`src/rtl/apple_iie_mmu_pkg.sv`:
```
// Shared constants and state types for the banked Apple IIe MMU.
// Soft-switch addresses are even bases; address bit 0 carries the switch value.
package apple_iie_mmu_pkg;

  localparam logic [15:0] SW_80STORE   = 16'hC000;
  localparam logic [15:0] SW_RAMRD     = 16'hC002;
  localparam logic [15:0] SW_RAMWRT    = 16'hC004;
  localparam logic [15:0] SW_INTCXROM  = 16'hC006;
  localparam logic [15:0] SW_ALTZP     = 16'hC008;
  localparam logic [15:0] SW_SLOTC3ROM = 16'hC00A;
  localparam logic [15:0] SW_PAGE2     = 16'hC054;
  localparam logic [15:0] SW_HIRES     = 16'hC056;
  localparam logic [15:0] STATUS_BASE  = 16'hC010;
  localparam logic [15:0] LC_BASE      = 16'hC080;

  localparam logic [15:0] ZP_END  = 16'h01FF;
  localparam logic [15:0] TEXT_LO = 16'h0400;
  localparam logic [15:0] TEXT_HI = 16'h07FF;
  localparam logic [15:0] HGR_LO  = 16'h2000;
  localparam logic [15:0] HGR_HI  = 16'h3FFF;
  localparam logic [15:0] RAM_HI  = 16'hBFFF;
  localparam logic [15:0] CX_LO   = 16'hC100;
  localparam logic [15:0] C3_LO   = 16'hC300;
  localparam logic [15:0] C3_HI   = 16'hC3FF;
  localparam logic [15:0] C8_LO   = 16'hC800;
  localparam logic [15:0] C8_CLR  = 16'hCFFF;
  localparam logic [15:0] LC_LO   = 16'hD000;

  typedef struct packed {
    logic reads_ram;
    logic write_en;
    logic bank2;
    logic prewrite;
  } lc_state_t;

  localparam lc_state_t LC_RESET = '{reads_ram: 1'b0, write_en: 1'b1,
                                     bank2: 1'b1, prewrite: 1'b0};

  typedef struct packed {
    logic store80;
    logic ramrd;
    logic ramwrt;
    logic altzp;
    logic page2;
    logic hires;
    logic intcxrom;
    logic slotc3rom;
    logic intc8rom;
  } sw_state_t;

endpackage

```
`src/rtl/apple_iie_language_card.sv`:
```
// Language-card bank/read/write-enable state, including the two-odd-read
// pre-write arming sequence. State is exposed directly as lc_state.
module apple_iie_language_card
  import apple_iie_mmu_pkg::*;
#(
  parameter bit ENABLE_PREWRITE = 1'b1
) (
  input  logic        clk,
  input  logic        reset,
  input  logic [15:0] a,
  input  logic        rw_n,
  output lc_state_t   lc_state
);

  lc_state_t lc_q, lc_d;
  logic      hit;
  logic      unused_a2;

  assign unused_a2 = a[2];

  always_comb begin
    hit  = (a[15:4] == LC_BASE[15:4]);
    lc_d = lc_q;
    if (hit) begin
      lc_d.bank2     = ~a[3];
      lc_d.reads_ram = (a[1] == a[0]);
      if (!a[0]) begin
        lc_d.write_en = 1'b0;
        lc_d.prewrite = 1'b0;
      end else if (!ENABLE_PREWRITE) begin
        lc_d.write_en = 1'b1;
        lc_d.prewrite = 1'b0;
      end else if (rw_n) begin
        // Second consecutive odd read (no odd write between) enables writes.
        if (lc_q.prewrite) lc_d.write_en = 1'b1;
        lc_d.prewrite = 1'b1;
      end else begin
        lc_d.prewrite = 1'b0;
      end
    end
  end

  always_ff @(posedge clk) begin
    if (reset) lc_q <= LC_RESET;
    else       lc_q <= lc_d;
  end

  assign lc_state = lc_q;

endmodule

```
`src/rtl/apple_iie_banked_mmu.sv`:
```
// Apple IIe MMU with banked aux memory: soft switches, bank register,
// INTC8ROM tracking, and a 1-cycle-latency decode of the registered bus cycle.
module apple_iie_banked_mmu
  import apple_iie_mmu_pkg::*;
#(
  parameter int          NUM_AUX_BANKS   = 1,
  parameter logic [15:0] BANK_REG_ADDR   = 16'hC073,
  parameter int          ENABLE_PREWRITE = 1,
  localparam int         BANK_W = (NUM_AUX_BANKS > 1) ? $clog2(NUM_AUX_BANKS) : 1
) (
  input  logic              clk_phi_0,
  input  logic              reset,
  input  logic [15:0]       a,
  input  logic              rw_n,
  input  logic [7:0]        d_in,
  output logic              ramen_n,
  output logic              en80_n,
  output logic [BANK_W-1:0] aux_bank,
  output logic              romen_n,
  output logic              lc_bank2,
  output logic              cxxx,
  output logic              md7,
  output logic              md7_oe
);

  sw_state_t         sw_q, sw_d;
  logic [BANK_W-1:0] bank_q, bank_d;
  logic [15:0]       req_a_q, req_a_d;
  logic              req_rw_q, req_rw_d;
  lc_state_t         lc;
  logic              ram_sel, to_aux, rom_sel, rd;
  logic              unused_d_in;

  assign unused_d_in = ^d_in;

  apple_iie_language_card #(.ENABLE_PREWRITE(ENABLE_PREWRITE != 0)) u_lc (
    .clk      (clk_phi_0),
    .reset    (reset),
    .a        (a),
    .rw_n     (rw_n),
    .lc_state (lc)
  );

  always_comb begin
    req_a_d  = a;
    req_rw_d = rw_n;
    sw_d     = sw_q;
    bank_d   = bank_q;
    if (!rw_n) begin
      if (a[15:1] == SW_80STORE[15:1])   sw_d.store80   = a[0];
      if (a[15:1] == SW_RAMRD[15:1])     sw_d.ramrd     = a[0];
      if (a[15:1] == SW_RAMWRT[15:1])    sw_d.ramwrt    = a[0];
      if (a[15:1] == SW_ALTZP[15:1])     sw_d.altzp     = a[0];
      if (a[15:1] == SW_INTCXROM[15:1])  sw_d.intcxrom  = a[0];
      if (a[15:1] == SW_SLOTC3ROM[15:1]) sw_d.slotc3rom = a[0];
      if (a == BANK_REG_ADDR) bank_d = (NUM_AUX_BANKS > 1) ? d_in[BANK_W-1:0] : '0;
    end
    if (a[15:1] == SW_PAGE2[15:1]) sw_d.page2 = a[0];
    if (a[15:1] == SW_HIRES[15:1]) sw_d.hires = a[0];
    // Clear is applied last so it wins over a same-cycle set.
    if (a >= C3_LO && a <= C3_HI && !sw_q.slotc3rom) sw_d.intc8rom = 1'b1;
    if (a == C8_CLR) sw_d.intc8rom = 1'b0;
  end

  always_ff @(posedge clk_phi_0) begin
    if (reset) begin
      sw_q     <= '0;
      bank_q   <= '0;
      req_a_q  <= '0;
      req_rw_q <= 1'b1;
    end else begin
      sw_q     <= sw_d;
      bank_q   <= bank_d;
      req_a_q  <= req_a_d;
      req_rw_q <= req_rw_d;
    end
  end

  always_comb begin
    rd      = req_rw_q;
    ram_sel = 1'b0;
    to_aux  = 1'b0;
    rom_sel = 1'b0;
    if (req_a_q <= RAM_HI) begin
      ram_sel = 1'b1;
      if (req_a_q <= ZP_END) begin
        to_aux = sw_q.altzp;
      end else begin
        to_aux = rd ? sw_q.ramrd : sw_q.ramwrt;
        if (sw_q.store80 && req_a_q >= TEXT_LO && req_a_q <= TEXT_HI)
          to_aux = sw_q.page2;
        if (sw_q.store80 && sw_q.hires && req_a_q >= HGR_LO && req_a_q <= HGR_HI)
          to_aux = sw_q.page2;
      end
    end else if (req_a_q >= LC_LO) begin
      if ((rd && lc.reads_ram) || (!rd && lc.write_en)) begin
        ram_sel = 1'b1;
        to_aux  = sw_q.altzp;
      end else begin
        rom_sel = rd;
      end
    end else if (rd && req_a_q >= CX_LO) begin
      rom_sel = sw_q.intcxrom
             || (req_a_q >= C3_LO && req_a_q <= C3_HI && !sw_q.slotc3rom)
             || (req_a_q >= C8_LO && sw_q.intc8rom);
    end
  end

  always_comb begin
    md7_oe = rd && (req_a_q[15:4] == STATUS_BASE[15:4]) && (req_a_q[3:0] != 4'h0);
    md7    = 1'b0;
    if (md7_oe) begin
      case (req_a_q[3:0])
        4'h1:    md7 = lc.bank2;
        4'h2:    md7 = lc.reads_ram;
        4'h3:    md7 = sw_q.ramrd;
        4'h4:    md7 = sw_q.ramwrt;
        4'h5:    md7 = sw_q.intcxrom;
        4'h6:    md7 = sw_q.altzp;
        4'h7:    md7 = sw_q.slotc3rom;
        4'h8:    md7 = sw_q.store80;
        4'hC:    md7 = sw_q.page2;
        4'hD:    md7 = sw_q.hires;
        default: md7 = 1'b0;
      endcase
    end
  end

  assign ramen_n  = !(ram_sel && !to_aux);
  assign en80_n   = !(ram_sel && to_aux);
  assign romen_n  = !rom_sel;
  assign aux_bank = bank_q;
  assign lc_bank2 = lc.bank2;
  assign cxxx     = (req_a_q[15:12] == 4'hC);

endmodule

```
`config.mk`:
```
export PLATFORM = sky130hd
export DESIGN_NAME = apple_iie_banked_mmu
export DESIGN_NICKNAME = d
export VERILOG_FILES = /design/src/rtl/apple_iie_mmu_pkg.sv /design/src/rtl/apple_iie_language_card.sv /design/src/rtl/apple_iie_banked_mmu.sv
export SDC_FILE = /design/constraint.sdc
export NUM_CORES = 1
export LEC_CHECK = 0
export CORE_UTILIZATION = 35
export CTS_BUF_LIST = sky130_fd_sc_hd__clkbuf_2
export CTS_CLUSTER_SIZE = 12
export DETAILED_ROUTE_END_ITERATION = 10
export GPL_ROUTABILITY_DRIVEN = 1
export HOLD_SLACK_MARGIN = 0.1
export PLACE_DENSITY = 0.58
export SLEW_MARGIN = 20
export SYNTH_ARGS = -nofsm -noshare
export SYNTH_HDL_FRONTEND = slang
export SYNTH_SLANG_ARGS = --single-unit
```
`constraint.sdc`:
```
create_clock -name clk_phi_0 -period 5.7 [get_ports clk_phi_0]
set_clock_uncertainty 0.1 [all_clocks]
set_input_delay 1.14 -clock clk_phi_0 [delete_from_list [all_inputs] [get_ports clk_phi_0]]
set_output_delay 1.14 -clock clk_phi_0 [all_outputs]
set_load 0.005 [all_outputs]
```
=== After elaboration in Yosys (flattened, before gate mapping) ===
Cells that the tools add are included.

* Reduce and logical (&&, ||, !) cells: 35
* Bitwise logic cells: 2
* Magnitude comparators: 13
* Eq/ne operators: 25
* Muxes and demuxes: 21

{| class="wikitable"
|+ Operators with widths
! operator !! number
|-
| == test 15 bit, second input constant || 8
|-
| greater-or-equal comparator 16 bit, second input constant || 5
|-
| less-or-equal comparator 16 bit, second input constant || 3
|-
| == test 12 bit, second input constant || 2
|-
| two-way mux 1 bit || 20
|-
| logical AND 1 bit || 17
|-
| == test 16 bit, second input constant || 1
|-
| == test 4 x 3 -> 1 bit, second input constant || 4
|-
| == test 4 bit, second input constant || 4
|-
| greater-or-equal comparator 16 x 11 -> 1 bit, second input constant || 1
|-
| greater-or-equal comparator 16 x 14 -> 1 bit, second input constant || 1
|-
| less-or-equal comparator 16 x 11 -> 1 bit, second input constant || 1
|-
| less-or-equal comparator 16 x 14 -> 1 bit, second input constant || 1
|-
| less-or-equal comparator 16 x 9 -> 1 bit, second input constant || 1
|-
| AND reduction 2 bit || 6
|-
| case mux 1 bit (10 select lines) || 1
|-
| == test 4 x 2 -> 1 bit, second input constant || 2
|-
| logical NOT 1 bit || 6
|-
| == test 4 x 1 -> 1 bit, second input constant || 1
|-
| inequality test 2 x 1 -> 1 bit, second input constant || 2
|-
| nonzero test 4 bit || 1
|-
| logical OR 1 bit || 3
|-
| AND reduction 3 bit || 1
|-
| NOT 1 bit || 2
|-
| 2 further kinds || 2
|}

* Word-level logic and storage cells: 111
* Flip-flop bits (word level): 30
* Input bits: 27
* Output and inout port bits: 8

=== Longest topological paths before layout ===
* Word-level depth: 10
* Gate-level depth with buffers: 5
* Gate-level depth less buffers: 4

=== Cells and area by module ===
From an unflattened synthesis, not the netlist that was laid out.

* Cells, all modules: 166
* Area, all modules: 1562.7 µm²

{| class="wikitable"
|+ By module, submodules not included
! module !! sequential area each (µm²) !! instances !! area each (µm²) !! cells each
|-
| apple_iie_banked_mmu || 520.5 || 1 || 1316.3 || 142
|-
| apple_iie_language_card || 80.1 || 1 || 246.5 || 24
|}

=== Worst setup path after synthesis ===
Ideal clock, no wire load.

* Path type: register to output
* Start: register req_a_q[11]
* End: output port en80_n
* Data required time: 4460 ps
* Arrival time: 1622 ps
* Buffers on the path: 0
* Stages on the path, launching flop included: 5
* Setup slack: 2838 ps
* Cells stage by stage: dfxtp_1 -> or4b_1 -> a2111oi_2 -> mux2i_1 -> a2bb2oi_1

* Word-level cells in the longest chain between the ends: 9
* Elaborated cells between the ends (all ways): 20
* Classes of those cells: order compare: 7; mux: 7; reduce/logical: 6

{| class="wikitable"
|+ Ends and longest elaborated chain
! what !! line !! RTL
|-
| from (decl) || apple_iie_banked_mmu.sv:28 || <nowiki>logic [15:0] req_a_q, req_a_d;</nowiki>
|-
| from (signal assigned) || apple_iie_banked_mmu.sv:74 || <nowiki>req_a_q <= req_a_d;</nowiki>
|-
| greater-or-equal comparator 16 x 11 -> 1 bit || apple_iie_banked_mmu.sv:90 || <nowiki>if (sw_q.store80 && req_a_q >= TEXT_LO && req_a_q <= TEXT_HI)</nowiki>
|-
| logical AND 1 bit (2 in series) || apple_iie_banked_mmu.sv:90 ||
|-
| two-way mux 1 bit || apple_iie_banked_mmu.sv:90 ||
|-
| two-way mux 1 bit || apple_iie_banked_mmu.sv:92 || <nowiki>if (sw_q.store80 && sw_q.hires && req_a_q >= HGR_LO && req_a_q <= HGR_HI)</nowiki>
|-
| two-way mux 1 bit || apple_iie_banked_mmu.sv:86 || <nowiki>if (req_a_q <= ZP_END) begin</nowiki>
|-
| two-way mux 1 bit || apple_iie_banked_mmu.sv:84 || <nowiki>if (req_a_q <= RAM_HI) begin</nowiki>
|-
| logical AND 1 bit (*) || apple_iie_banked_mmu.sv:130 || <nowiki>assign en80_n = !(ram_sel && to_aux);</nowiki>
|-
| logical NOT 1 bit (*) || apple_iie_banked_mmu.sv:130 ||
|-
| to (decl) || apple_iie_banked_mmu.sv:17 || <nowiki>output logic en80_n,</nowiki>
|}

Every way passes the cells marked *; elsewhere a longest branch is shown, timed or not.

=== Final worst setup path ===
* Start: register req_a_q[12]
* End: output port en80_n

The elaborated chain is that of the path after synthesis.

==> summary.md <==
| Metric | Value |
|---|---|
| Status | complete, no violations |
| Boundary pin count | 35 |
| Post-synth EDFFs | 0 |
| Hold WS | 416 ps |
| Static Leak | 0.000650 uW |
| Layout cells sized above 1 | 7.00% |
| Final TNS setup | 0 ps |
| Kind of end point of the critical path | output pin |
| Register area | 601 um2 |
| Gr ovfl total | 0 |
| Yosys warns | 0 |
| Vias in the first global route | 1167 |
| Crit path DAT | 2590 ps |
| Netlist cell types | 43 |
| Final setup violation count | 0 |
| Die Y | 67.6 um |
| Root buffer cell | clkbuf_2 |
| First-pass GRT wire length | 5.50 mm |
| Fillcell total | ~430 |
| CTS tree | yes |
| CTS Buffer Depth | 2 |
| Post-Synthesis Cell Area | 0.00150 mm2 |
| Syn_area_per_cell | 8.64 um2 |
| Crit Path Max Fanout | 5 |
| Post-layout min period | about 3800 ps |
| Finished Layout Cells | 250 |
| Final Cycle Share | 67.2% |
| CTS H-tree lvls | 2 |
| Worst setup SP type | flip-flop |
| Critical Path, Cell by Cell | or4b_1 -> a2111oi_2 -> mux2i_1 -> a2bb2oi_1 -> clkdlybuf4s50_1 |
| Clock buffer count from CTS | 5 |
| Syn_nets | 203 |
| DRT iter0 DRCs | between 80 and 90 |
| Synth Register Bits | 30 |
| DRT Pass-1 Iters | 4 |
| WL/cell | 13.9 um |
| Initial core utilization | 37.1% |
| Largest stage delay on the critical path | 540 ps |
| Max frequency | 261 MHz |
| Synth Flop Type | dfxtp_1 |
| Max cap viols | 0 |
| Max stage delay cell, worst path | or4b_1 |
| Clock latency on the worst-skew pair | roughly 340 ps |
| Ant. Diodes | 0 |
| Area delta synth->final | 21.4% |
| Peak supply drop | between 0.09 and 0.1 mV |
| CTS resizes | 0 |
| Fin. Hold Viols | 0 |
| Largest net degree at the start of global routing | 32 |
| Die area | 0.00456 mm2 |
| CP delay by family, top | simple AND/OR/NAND/NOR gates |
| Req. time, crit path | 4460 ps |
| Vias/cell | 5.21 |
| Area of the multi-input gates | ~850 um2 |
| Final net count | about 230 |
| Residual DRC | 0 |
| DRT Wirelength | 3.49 mm |
| Seq/Total Area, Yosys | 39.9% |
| I/O Buffers | 25 |
| Worst Hold Class | reg2reg |
| RSZ-0062 raised after global routing | no |
| Placement Rows | 23 |
| Post-CTS Setup Repair Bufs | 0 |
| Via count | between 1000 and 1500 |
| Total GRT Usage | between 10% and 20% |
| Worst slew pin tran | 978 ps |
| DRT antenna net count | 0 |
| Setup CP Type | reg2out |
| Placed insts | 242 |
| Initial antenna violation count | 0 |
| CORE AREA | 0.00406 mm2 |
| CP Buf/Inv Count | 1 |
| Slew margin rel. | 34.6% |
| Die extent in x | a little under 70 um |
| Sink Count | 30 |
| Final GP Congestion | 0.825 |
| Hold-fix buffer count after cts | 0 |
| Hpwl dp | 2.76 mm |
| Clk slew on worst S/H paths | 160 ps |
| Final Power | between 300 and 400 uW |
| Slew Viols, Final | 0 |
| Post-synth ARST share | 0% |
| PwrDens | 202 mW/mm2 |
| Cells after Synth | 174 |
==> sequential cells by signal, summed over array words and instances, names as in the netlist <==
name / count
sw_q: 9
rd: 1
u_lc.lc_state: 4
req_a_q: 16
==> worst register-to-register path, delay by kind of cell (launching register included) <==
kind               cells  cell delay [ps]
and+or+nand+nor        1              120
DFF                    1              390
AOI/OAI and AO/OA      2              310
==> worst paths after layout <==
check	depth (start not counted)	slack, ps	from	end
hold reg to reg	2	420	sw_q[3]$_SDFFE_PP0N_	sw_q[3]$_SDFFE_PP0N_
hold / removal	2	420	sw_q[3]$_SDFFE_PP0N_	sw_q[3]$_SDFFE_PP0N_
setup / recovery	5	1870	req_a_q[12]$_SDFF_PP0_	en80_n
setup reg to reg	3	4690	sw_q[1]$_SDFFE_PP0P_	sw_q[0]$_SDFFE_PP0P_
==> cells by family (layout without fill, tap and decap cells) <==
| kind of cell | after synthesis | count (layout) | share of synthesized area (%) |
|---|---|---|---|
| AOI/OAI and AO/OA | 23 | 23 | 11.0 |
| muxes | 13 | 13 | 8.90 |
| DFF | 30 | 30 | 39.9 |
| and+or+nand+nor | 92 | 92 | 34.8 |
| adders and majority gates | 2 | 2 | 1.66 |
| buffers and inverters | 13 | 39 | 3.49 |
| other | 1 | 1 | 0.249 |
==> placed cells by master (no fill, tap or decap), drive strengths merged, types with 4 or more instances in the layout <==
master         netlist  layout
clkbuf               6       6
clkdlybuf4s50        0      25
dfxtp               30      30
inv                  6       6
mux2i               10      10
nand2               13      13
nand2b               5       5
nand4                4       4
nor2                21      21
nor2b               16      16
nor3                 8       8
nor4                 4       4
o21ai                5       5
==> final cells by class <==
cell class                 count  area share [%]
inverter                       6            1.23
sequential                    30            32.9
tap                           50            3.43
timing repair buffer          25            13.7
clock buffer                   6            1.64
clock inverter                 2           0.480
multi-input combinational    131            46.6
==> stage by stage <==
| stage | utilization [%] | cell area (um2) | worst slack (ps) |
|---|---|---|---|
| after floorplan | - | 1500 | 2840 |
| after global placement | 44.0 | 1790 | 2290 |
| after detailed placement | 44.0 | 1790 | 2270 |
| after CTS | 45.0 | 1830 | 1840 |
| after global routing | 45.0 | 1830 | 1740 |
| final | 45.0 | 1830 | 1870 |
==> cells in the mapped netlist (all sizes together) (2+ instances only) <==
| library cell | number | area, um2 |
|---|---|---|
| dfxtp | 30 | 601 |
| nor2 | 21 | 78.8 |
| nor2b | 16 | 100 |
| nand2 | 13 | 48.8 |
| mux2i | 10 | 100 |
| nor3 | 8 | 40.0 |
| clkbuf | 6 | 22.5 |
| inv | 6 | 22.5 |
| nand2b | 5 | 31.3 |
| o21ai | 5 | 25.0 |
| nand4 | 4 | 25.0 |
| nor4 | 4 | 31.3 |
| a21oi | 3 | 15.0 |
| mux2 | 3 | 33.8 |
| nand3 | 3 | 15.0 |
| nand3b | 3 | 22.5 |
| nor4bb | 3 | 30.0 |
| o31ai | 3 | 22.5 |
| a31oi | 2 | 12.5 |
| ha | 2 | 25.0 |
| nand4b | 2 | 17.5 |
| nor4b | 2 | 17.5 |
| or2 | 2 | 12.5 |
==> power breakdown <==
group | internal [uW] | switching (uW)
Combinational | 24.5 | 21.4
Clock | 30.2 | 69.9
Sequential | 216 | 7.20
==> routing by layer <==
layer	GRT usage (%)	vias to the layer above	wire length, um	part of all wire, %
met5	0	-	0	0
li1	-	671	-	-
met4	6.65	0	45	1.3
met2	24.8	40	1550	45
met1	22.1	586	1720	49
met3	4.73	6	167	4.8
Power figures use the tool's default switching activity.
